==> src/rtl/dogx_output_decimator.sv <==
// dogx_output_decimator
//   Boxcar decimator for the merged 11-bit converter sample. Sums R = 2**LOG2_R consecutive
//   samples at the 3 MHz tick rate and queues each full-precision sum, tagged with its range
//   (alpha), in a small show-ahead FIFO drained over a valid/ready handshake. Any window that
//   spans an alpha change is discarded, and a few samples after the change are skipped so the
//   converter can settle.
// Ports
//   CLK_24M      system clock
//   reset        synchronous, active-low reset
//   sample_tick  one-cycle strobe per new sample
//   sample_in    signed sample, valid with sample_tick
//   alpha_in     range select accompanying sample_in (1 = HDR)
//   dec_enable   1 = decimate, 0 = idle (FIFO contents kept)
//   out_data     signed window sum at FIFO head (0 when empty)
//   out_alpha    alpha of the head window (0 when empty)
//   out_valid    FIFO not empty
//   out_ready    downstream accepts head when out_valid && out_ready
//   fifo_level   entries held
//   overflow     sticky: a completed window was dropped because the FIFO was full
module dogx_output_decimator #(
  parameter int unsigned DATA_W         = 11,
  parameter int unsigned LOG2_R         = 3,
  parameter int unsigned SETTLE_SAMPLES = 2,
  parameter int unsigned FIFO_DEPTH     = 4
) (
  input  logic                               CLK_24M,
  input  logic                               reset,
  input  logic                               sample_tick,
  input  logic [DATA_W-1:0]                  sample_in,
  input  logic                               alpha_in,
  input  logic                               dec_enable,
  output logic [DATA_W+LOG2_R-1:0]           out_data,
  output logic                               out_alpha,
  output logic                               out_valid,
  input  logic                               out_ready,
  output logic [$clog2(FIFO_DEPTH+1)-1:0]    fifo_level,
  output logic                               overflow
);

  localparam int unsigned SUM_W = DATA_W + LOG2_R;
  localparam int unsigned LVL_W = $clog2(FIFO_DEPTH + 1);
  localparam int unsigned PTR_W = $clog2(FIFO_DEPTH);
  localparam int unsigned SET_W = $clog2(SETTLE_SAMPLES + 1);

  typedef enum logic [1:0] {StIdle, StAccum, StSettle} state_e;

  state_e             state_q;
  logic [SUM_W-1:0]   acc_q;
  logic [LOG2_R-1:0]  cnt_q;
  logic [SET_W-1:0]   settle_q;
  logic               alpha_q;

  logic [SUM_W-1:0]   sample_ext;
  logic [SUM_W-1:0]   sum_full;
  logic               win_last;
  logic               alpha_chg;
  logic               push;

  // Sum of R sign-extended samples always fits in SUM_W bits, so no saturation is needed.
  assign sample_ext = {{LOG2_R{sample_in[DATA_W-1]}}, sample_in};
  assign sum_full   = acc_q + sample_ext;
  assign win_last   = (cnt_q == {LOG2_R{1'b1}});
  assign alpha_chg  = (alpha_in != alpha_q);

  // Push is decoded combinationally so the word reaches the FIFO on the last tick's edge.
  always_comb begin
    push = 1'b0;
    if (dec_enable && (state_q == StAccum) && sample_tick && !alpha_chg && win_last) begin
      push = 1'b1;
    end
  end

  always_ff @(posedge CLK_24M) begin
    if (!reset) begin
      state_q  <= StIdle;
      acc_q    <= '0;
      cnt_q    <= '0;
      settle_q <= '0;
      alpha_q  <= 1'b0;
    end else if (!dec_enable) begin
      state_q  <= StIdle;
      acc_q    <= '0;
      cnt_q    <= '0;
      settle_q <= '0;
    end else begin
      case (state_q)
        StIdle: begin
          state_q <= StAccum;
          acc_q   <= '0;
          cnt_q   <= '0;
          alpha_q <= alpha_in;
        end
        StAccum: begin
          if (sample_tick) begin
            if (alpha_chg) begin
              // Range changed: the partial window mixes scalings, so throw it away.
              acc_q    <= '0;
              cnt_q    <= '0;
              alpha_q  <= alpha_in;
              settle_q <= SET_W'(SETTLE_SAMPLES);
              state_q  <= StSettle;
            end else if (!win_last) begin
              acc_q <= sum_full;
              cnt_q <= cnt_q + LOG2_R'(1);
            end else begin
              acc_q <= '0;
              cnt_q <= '0;
            end
          end
        end
        StSettle: begin
          if (sample_tick) begin
            if (alpha_chg) begin
              alpha_q  <= alpha_in;
              settle_q <= SET_W'(SETTLE_SAMPLES);
            end else begin
              settle_q <= settle_q - SET_W'(1);
              if (settle_q == SET_W'(1)) begin
                state_q <= StAccum;
              end
            end
          end
        end
        default: state_q <= StIdle;
      endcase
    end
  end

  // Output FIFO: entry = {sum, alpha}
  logic [SUM_W:0]     mem_q [FIFO_DEPTH];
  logic [PTR_W-1:0]   rd_ptr_q;
  logic [PTR_W-1:0]   wr_ptr_q;
  logic [LVL_W-1:0]   level_q;
  logic               full;
  logic               pop;
  logic               wr_en;
  logic [SUM_W:0]     head;

  function automatic logic [PTR_W-1:0] ptr_inc(input logic [PTR_W-1:0] p);
    return (p == PTR_W'(FIFO_DEPTH - 1)) ? '0 : p + PTR_W'(1);
  endfunction

  assign full      = (level_q == LVL_W'(FIFO_DEPTH));
  assign out_valid = (level_q != '0);
  assign pop       = out_valid && out_ready;
  // A simultaneous pop frees a slot, so a push into a full FIFO still succeeds.
  assign wr_en     = push && (!full || pop);

  always_ff @(posedge CLK_24M) begin
    if (wr_en) begin
      mem_q[wr_ptr_q] <= {sum_full, alpha_q};
    end
  end

  always_ff @(posedge CLK_24M) begin
    if (!reset) begin
      rd_ptr_q <= '0;
      wr_ptr_q <= '0;
      level_q  <= '0;
      overflow <= 1'b0;
    end else begin
      if (wr_en) wr_ptr_q <= ptr_inc(wr_ptr_q);
      if (pop)   rd_ptr_q <= ptr_inc(rd_ptr_q);
      if (wr_en && !pop) begin
        level_q <= level_q + LVL_W'(1);
      end else if (!wr_en && pop) begin
        level_q <= level_q - LVL_W'(1);
      end
      if (push && full && !pop) begin
        overflow <= 1'b1;
      end
    end
  end

  // Head is forced to zero when empty so stale storage never shows on the outputs.
  assign head       = mem_q[rd_ptr_q];
  assign out_data   = out_valid ? head[SUM_W:1] : '0;
  assign out_alpha  = out_valid ? head[0] : 1'b0;
  assign fifo_level = level_q;

endmodule
==> config.mk <==
export PLATFORM = sky130hd
export DESIGN_NAME = dogx_output_decimator
export DESIGN_NICKNAME = d
export VERILOG_FILES = /design/src/rtl/dogx_output_decimator.sv
export SDC_FILE = /design/constraint.sdc
export NUM_CORES = 1
export LEC_CHECK = 0
export CORE_AREA = 2 2 97 99
export DETAILED_ROUTE_END_ITERATION = 8
export DIE_AREA = 0 0 99 101
export PLACE_DENSITY = 0.76
export SLEW_MARGIN = 30
export SYNTH_ARGS = -nofsm -noshare
export SYNTH_HDL_FRONTEND = slang
export SYNTH_SLANG_ARGS = --single-unit
==> constraint.sdc <==
create_clock -name CLK_24M -period 5 [get_ports CLK_24M]
set_clock_uncertainty 0.15 [all_clocks]
set_input_delay 0.5 -clock CLK_24M [delete_from_list [all_inputs] [get_ports CLK_24M]]
set_output_delay 0.5 -clock CLK_24M [all_outputs]
set_load 0.1 [all_outputs]
=== Word-level counts from Yosys, hierarchy flattened ===
Memories as Yosys holds them, arrays and structs flattened. A register that Yosys moved wholly into a read port is not among the register bits.
Cells that the tools add are included.

* Flip-flop bits (word level): 30
* Bits in writable memories: 60
* Word-level logic and storage cells: 90
* Memories: 1

* Add/subtract/negate cells: 7
* Equality and inequality tests: 15
* Muxes and demuxes: 31
* Reductions and logical operators: 27

{| class="wikitable"
|+ Memory list
! name !! depth !! width !! read ports !! clocked after memory_dff !! wr ports !! RTL line !! source
|-
| mem_q || 4 || 15 || 1 || 1 || 1 || 130 || <nowiki>logic [SUM_W:0] mem_q [FIFO_DEPTH];</nowiki>
|}

{| class="wikitable"
|+ Operators with widths
! kind !! number
|-
| $mux 14 || 4
|-
| $pmux 14 s2 || 1
|-
| $mux 2 || 11
|-
| $mux 3 || 5
|-
| $add 14x14->14 || 1
|-
| $logic_and 1x1->1 || 10
|-
| $ne 2x2->1 const B || 5
|-
| $reduce_and 4->1 || 2
|-
| $reduce_bool 2->1 || 4
|-
| $add 3x1->3 const B || 2
|-
| $eq 2x2->1 const B || 3
|-
| $eq 3x3->1 const B || 2
|-
| $mux 1 || 6
|-
| $pmux 2 s3 || 1
|-
| $pmux 3 s2 || 1
|-
| $reduce_and 5->1 || 1
|-
| $add 2x1->2 const B || 2
|-
| $eq 2x1->1 const B || 2
|-
| $logic_not 1->1 || 4
|-
| $ne 2x1->1 const B || 2
|-
| $pmux 2 s2 || 1
|-
| $reduce_and 2->1 || 2
|-
| $reduce_bool 3->1 || 1
|-
| $sub 3x1->3 const B || 1
|-
| other kinds (6) || 6
|}

=== Longest topological paths before layout ===
Gate-level depths: netlist of run 1.

* Word-level depth: 11
* Mapped depth: 12
* Gate-level depth less buffers: 11

=== Worst setup path before layout of run 1 ===
OpenSTA, ideal clock, no wires.

* Kind: reg2out
* Start point: register level_q[0] (netlist: fifo_level[0])
* End point: output out_data[10]
* Data arrival time: 3.278 ns
* Data required time: 4.350 ns
* Setup slack: 1.072 ns
* Stages on the path, launching flop included: 5
* Path buffers: 2
* Cells stage by stage: dfxtp_1 > or3_1 > clkbuf_1 > clkbuf_1 > and2_1

* Word-level cells in the longest chain between the ends: 2

{| class="wikitable"
|+ Ends and longest elaborated chain
! what !! RTL line !! source
|-
| from (decl) || 133 || <nowiki>logic [LVL_W-1:0] level_q;</nowiki>
|-
| from (signal assigned) || 165 || <nowiki>level_q <= level_q + LVL_W'(1);</nowiki>
|-
| from (signal assigned) || 167 || <nowiki>level_q <= level_q - LVL_W'(1);</nowiki>
|-
| $reduce_bool 3->1 || 144 || <nowiki>assign out_valid = (level_q != '0);</nowiki>
|-
| via out_valid || 34 || <nowiki>output logic out_valid,</nowiki>
|-
| $mux 14 || 177 || <nowiki>assign out_data = out_valid ? head[SUM_W:1] : '0;</nowiki>
|-
| to (decl) || 32 || <nowiki>output logic [DATA_W+LOG2_R-1:0] out_data,</nowiki>
|}

The timed path passes the listed nets, and every way through them passes these cells.

==> run_results.csv, run 1 <==
group,metric,value,unit
clock_network,numClockSinks,92,
sta,setup_violations,0,
worst_setup_path,cp.arrival,2.75,ns
power_and_ir_drop,power_leakage,1.80,nW
power_and_ir_drop,power.total,1.36,mW
sta,tightest_slew,0.981,ns
power_and_ir_drop,power_switching,0.303,mW
route,ant_nets,0,
synthesis,seq_area_frac_synth,0.553,
sta,rsz0062_at_grt,"no",
worst_setup_path,critical_path.max_stage_delay,0.96,ns
synthesis,synth_adder_area_share,0.0856,
floorplan,io-pin-count,37,
clock_network,cts_resized,0,
clock_network,hold_buffers,0,
place,preCtsSetupSlack,1.43,ns
synthesis,syn_area,4410,um2
synthesis,async_flop_share,0,
synthesis,synth_top_family_by_area,"compound AO/OA/AOI/OAI gates",
place,portBuffers,36,
sta,max_freq,294,MHz
clock_network,clockBufferDepth,2,
sta,final_max_slew_viol_count,0,
floorplan,core,8980,um2
worst_setup_path,r2r_slack,1.95,ns
power_and_ir_drop,pwr-share-seq,0.598,
worst_setup_path,slowest_stage,"clkdlybuf4s50_1",
synthesis,synth_compound_area_frac,0.108,
status,status,"complete, no violations",
route,drc,0,
route,drt_iter0_drc,111,
synthesis,synth_xor_area_frac,0.0258,
synthesis,ys_types,52,
synthesis,yosysTopAreaCellShare,0.408,
route,wl,7770,um
synthesis,ys_top_cells_by_area,"edfxtp_1 (41%), dfxtp_1 (15%), ha_1 (7.7%)",
floorplan,rows,35,
hold_path,holdPathStages,1,
sta,post-route-period-util,0.680,
clock_network,clkSlewWorstSetupHoldPaths,0.09,ns
worst_setup_path,worstPathMaxFanout,15,
route,wl_per_cell,15.9,um
synthesis,syn-num-nets,380,
sta,fin_tns_setup,0,ns
worst_setup_path,cp-start-kind,"register",
synthesis,yosysWarnings,0,
finish,area_growth,14.7,%
power_and_ir_drop,clkPwrFrac,0.341,
global_routing,grt_max_degree,18,
clock_network,worstSkewPairLatency,0.35,ns
power_and_ir_drop,ir_drop,0.000144,V
clock_network,post-cts-setup-buffers,0,
flow_run,cap_violations,0,
worst_setup_path,path_cells,"mux4_2 > and2_1 > clkdlybuf4s50_1",
synthesis,syn_avg_cell_area,13.2,um2
place,gp_congestion,0.806,
synthesis,synth-edff-count,60,
worst_setup_path,r2r_cells,10,
floorplan,die_y,101,um
finish,final_nets,417,
power_and_ir_drop,power.density,269,nW/um2
place,dp_hpwl,5560,um
clock_network,cts_buffers,9,
synthesis,synth_cells,334,
synthesis,yosysTopAreaCell,"edfxtp_1",
clock_network,cts-root-buf,"clkbuf_8",
power_and_ir_drop,sw_frac_of_total,0.222,
worst_setup_path,critPathRequiredTime,4.35,ns
global_routing,antenna_found_initial,0,
global_routing,grtUsageTotal,0.164,
sta,setup_slack,1.60,ns
finish,n_fill_cell,722,
global_routing,grt_pass1_vias,2604,
hold_path,hold_path.class,"register to register",
synthesis,synth_ff_type,"edfxtp_1",
global_routing,grt_pass1_wl,12800,um
synthesis,ys_seq_elements,92,
finish,diodes,0,
floorplan,chipWidth,99,um
sta,finalHoldViolations,0,
sta,relSlewSlack,0.344,
power_and_ir_drop,combPwrFrac,0.061,
worst_setup_path,worst_setup_path_end_kind,"primary output",
synthesis,yosys-mux-area-fraction,0.101,
floorplan,initial_core_util,0.492,
finish,drive_gt1_frac,0.106,
synthesis,synthSimpleGateAreaFrac,0.107,
floorplan,design.die.area,10000,um2
global_routing,grt-ovfl-total,0,
clock_network,cts_tree,"built",
sta,min_period,3.40,ns
route,vias_per_cell,5.46,
clock_network,cts_max_level,3,
power_and_ir_drop,power.internal,1.06,mW
route,vias,2660,
route,first_pass_iters,4,
worst_setup_path,critPathKind,"register to primary output",
-- sequential cells by signal, indices dropped and copies added (netlist names), named ones only --
| register | count |
|---|---|
| mem_q | 60 |
| acc_q | 14 |
| cnt_q | 3 |
| fifo_level | 3 |
| rd_ptr_q | 2 |
| settle_q | 2 |
| state_q | 2 |
| wr_ptr_q | 2 |
| alpha_q | 1 |
| overflow | 1 |
-- synth_stat cells, types with 2 or more instances --
| master | instances |
|---|---|
| a211oi_1 | 2 |
| a21boi_1 | 2 |
| a21o_1 | 2 |
| a21o_2 | 2 |
| a21oi_1 | 11 |
| a22o_1 | 5 |
| a22oi_1 | 9 |
| a31oi_1 | 2 |
| and2_1 | 21 |
| and3_1 | 2 |
| clkbuf_1 | 9 |
| dfxtp_1 | 32 |
| edfxtp_1 | 60 |
| fa_1 | 2 |
| ha_1 | 27 |
| inv_1 | 12 |
| mux2i_1 | 8 |
| mux4_2 | 15 |
| nand2_1 | 7 |
| nand3_1 | 5 |
| nor2_1 | 25 |
| nor2b_1 | 13 |
| nor3_1 | 3 |
| o21a_1 | 5 |
| o21ai_0 | 9 |
| o21bai_1 | 3 |
| o31a_1 | 2 |
| or3_1 | 4 |
| xnor2_1 | 9 |
| xor2_1 | 4 |
-- cells by family (layout without fill, tap and decap cells) --
logic type               count (synthesis)  count (layout)
AO/OA/AOI/OAI                           64              64
XOR/XNOR                                13              13
adder cells (fa/ha/maj)                 29              29
buffers and inverters                   23              65
flip-flops                              92              92
multiplexers                            25              25
AND/OR/NAND/NOR                         88              88
-- through the flow --
stage | hold slack, ns | cells | instance area (um2) | utilization
4_1_cts | 0.338 | 487 | 5060 | 0.564
6_report | 0.335 | 487 | 5060 | 0.564
3_5_place_dp | 0.312 | 471 | 4880 | 0.544
3_3_place_gp | 0.308 | 471 | 4880 | 0.543
2_1_floorplan | 0.296 | 334 | 4410 | -
5_1_grt | 0.357 | 487 | 5060 | 0.564
-- worst max-delay path, delay by kind of cell, from the launching register on --
kind	cells	cell delay [ns]
flip-flops	1	0.68
multiplexers	1	0.57
buffers and inverters	1	0.96
AND/OR/NAND/NOR	1	0.18
-- final timing paths --
| kind | to | startpoint |
|---|---|---|
| min | acc_q[10] | acc_q[10] |
| max reg2reg | fifo_level[2] | alpha_q |
| max | out_data[6] | register |
| min reg2reg | acc_q[10] | acc_q[10] |
-- layer usage --
metal  global-route usage  part of all wire
met3               0.0236             0.034
met2                0.272              0.49
met4               0.0601             0.014
met5                    0                 0
met1                0.222              0.46
-- layout make-up --
cell class,instances,area [um2],share of cell area
clock inverters,5,32.5,0.00642
inverters,12,45.0,0.00889
repair buffers,37,368,0.0726
well taps,111,139,0.0274
flip-flops and latches,92,2440,0.482
multi-input cells,219,1880,0.372
clock buffers,11,153,0.0301
-- placed cells by master (no fill, tap or decap), types with 2 or more instances in the layout --
cell type	n
dfxtp_1	31
a21o_1	2
o31a_1	2
ha_1	27
mux2i_1	8
or3_1	4
o21ai_0	9
a21oi_1	11
clkinv_2	2
nor2b_1	13
and3_1	2
nand2_1	7
nor2_1	25
nor3_1	3
a22o_1	5
and2_1	21
inv_1	12
o21bai_1	3
fa_1	2
a211oi_1	2
clkdlybuf4s50_1	36
nand3_1	5
xor2_1	4
a22oi_1	9
a21o_2	2
a31oi_1	2
clkbuf_8	9
a21boi_1	2
o21a_1	5
xnor2_1	9
mux4_2	15
edfxtp_1	60
-- power groups by stage --
stage                     Sequential (mW)  Combinational, mW  Clock (mW)
after floorplan                     0.831             0.0518           0
after global placement              0.832             0.0794           0
after detailed placement            0.832             0.0824           0
after CTS                           0.814             0.0830       0.473
after global routing                0.815             0.0921       0.504
final                               0.814             0.0833       0.464
(Power assumes the default switching activity.)
==> inputs of run 2 (changes only) <==
Settings changed: PLACE_DENSITY 0.76 to 0.78.
Clock period 5 ns to 3 ns, I/O delays scaled along.
==> run_results.csv, run 2 (synthesis gave the netlist of run 1 again) <==
group,metric,value,unit
status,status,"complete, no violations",
route,wl,8050,um
place,gp_congestion,0.856,
finish,finalNonFillerCells,507,
finish,diodes,0,
floorplan,io-pin-count,37,
global_routing,grt_max_degree,17,
route,vias_per_cell,5.44,
finish,largest_register_ffs,60,
power_and_ir_drop,clkPwrFrac,0.379,
floorplan,design.die.area,10000,um2
floorplan,rows,35,
worst_setup_path,worst_setup_path_end_kind,"register",
route,drt_iter0_drc,98,
worst_setup_path,slowest_stage,"fa_1",
sta,post-route-period-util,0.907,
sta,final_max_slew_viol_count,0,
clock_network,clkSlewWorstSetupHoldPaths,0.09,ns
worst_setup_path,path_cells,"inv_1 > ha_1 > and3_1 > nand3_1 > nor2_1 > ha_1 > inv_1 > fa_1 > xor2_1 > or3_1 > a21boi_0",
worst_setup_path,critPathRequiredTime,3.14,ns
worst_setup_path,critPathBufInv,2,
clock_network,hold_buffers,0,
route,first_pass_iters,4,
clock_network,cts_buffers,9,
sta,min_period,2.72,ns
place,dp_cells,491,
finish,area_growth,20.6,%
clock_network,clockBufferDepth,2,
place,dpl-instance-area,5100,um2
finish,drive_gt1_frac,0.222,
sta,tightest_slew,0.717,ns
sta,finalHoldViolations,0,
sta,relSlewSlack,0.521,
sta,rsz0062_at_grt,"no",
worst_setup_path,worstPathMaxFanout,8,
finish,largest-register,"mem_q",
finish,final_cell_area,5320,um2
clock_network,cts-root-buf,"clkbuf_8",
worst_setup_path,cp_top_family,"adder cells",
power_and_ir_drop,combPwrFrac,0.061,
global_routing,grt-ovfl-total,0,
global_routing,grt_pass1_vias,2831,
flow_run,cap_violations,0,
power_and_ir_drop,sw_frac_of_total,0.217,
power_and_ir_drop,pwr-share-seq,0.560,
route,vias,2758,
hold_path,hold_path.class,"register to register",
floorplan,chipWidth,99,um
worst_setup_path,critical_path.max_stage_delay,0.37,ns
finish,final_nets,437,
sta,setup_violations,0,
finish,n_fill_cell,700,
route,drc,0,
power_and_ir_drop,power.internal,1.90,mW
clock_network,cts_tree,"built",
clock_network,post-cts-setup-buffers,0,
power_and_ir_drop,power_leakage,1.98,nW
worst_setup_path,cp-start-kind,"register",
place,portBuffers,36,
hold_path,hold_path_startpoint,"acc_q[9]",
floorplan,initial_core_util,0.492,
clock_network,cts_max_level,3,
global_routing,antenna_found_initial,0,
worst_setup_path,cp.arrival,2.86,ns
worst_setup_path,crit_path_start,"state_q[1]",
floorplan,die_y,101,um
power_and_ir_drop,power_switching,0.525,mW
sta,hold_ws,0.339,ns
global_routing,grt_pass1_wl,13700,um
sta,max_freq,368,MHz
power_and_ir_drop,ir_drop,0.000224,V
finish,layout_commonest_cell,"edfxtp_1",
route,ant_nets,0,
sta,fin_tns_setup,0,ns
route,wl_per_cell,15.9,um
clock_network,numClockSinks,92,
finish,final_util,0.593,
global_routing,grtUsageTotal,0.176,
floorplan,core,8980,um2
place,dp_hpwl,5810,um
worst_setup_path,worst_r2r_startpoint,"state_q[1]",
finish,reg_top3,"mem_q: 60 flops, acc_q: 14 flops",
finish,final_cell_mix,"edfxtp_1 (60), dfxtp_1 (32), buf_4 (32)",
power_and_ir_drop,power.density,455,nW/um2
clock_network,worstSkewPairLatency,0.35,ns
worst_setup_path,critPathKind,"register to register",
clock_network,cts_resized,0,
==> run 2: path summary, 6_finish.rpt <==
| kind | to | slack [ns] | cells after the start |
|---|---|---|---|
| hold / removal | acc_q[9] | 0.34 | 1 |
| hold reg to reg | acc_q[9] | 0.34 | 1 |
| setup reg to reg | fifo_level[2] | 0.28 | 11 |
| setup / recovery | fifo_level[2] | 0.28 | 11 |
==> run 2: cell type report <==
cell class / count / area, um2 / area share
Inverter: 12 / 45.0 / 0.00846
Clock inverter: 6 / 93.8 / 0.0176
Clock buffer: 10 / 128 / 0.0240
Timing Repair Buffer: 57 / 581 / 0.109
Multi-Input combinational cell: 219 / 1900 / 0.356
Sequential cell: 92 / 2440 / 0.459
Tap cell: 111 / 139 / 0.0261
==> run 2: power groups by stage <==
stage | Clock (mW) | Combinational (mW) | Sequential (mW)
floorplan | 0 | 0.0863 | 1.38
global placement | 0 | 0.143 | 1.39
detailed placement | 0 | 0.147 | 1.39
CTS | 0.936 | 0.147 | 1.36
global route | 0.981 | 0.164 | 1.36
finish | 0.919 | 0.148 | 1.36
==> run 2: per-stage QoR <==
step                worst slack, ns  total power [mW]
floorplan                   0.00138              1.47
global placement             0.0838              1.53
detailed placement           0.0552              1.53
CTS                           0.273              2.44
global route                 0.0363              2.50
finish                        0.279              2.42
==> run 2: layer usage <==
metal | vias to the layer above | routed length [um] | global-route usage
met5 | - | 0 | 0
met4 | 0 | 112 | 0.0569
met3 | 11 | 367 | 0.0368
met2 | 52 | 3930 | 0.292
met1 | 1331 | 3640 | 0.232
li1 | 1364 | - | -
==> run 2: worst register-to-register path, cell delays in order (launching register included) <==
cell and delay, ns:
dfxtp_1 0.34, inv_1 0.10, ha_1 0.31, and3_1 0.22, nand3_1 0.08, nor2_1 0.16
ha_1 0.21, inv_1 0.06, fa_1 0.37, xor2_1 0.17, or3_1 0.31, a21boi_0 0.16
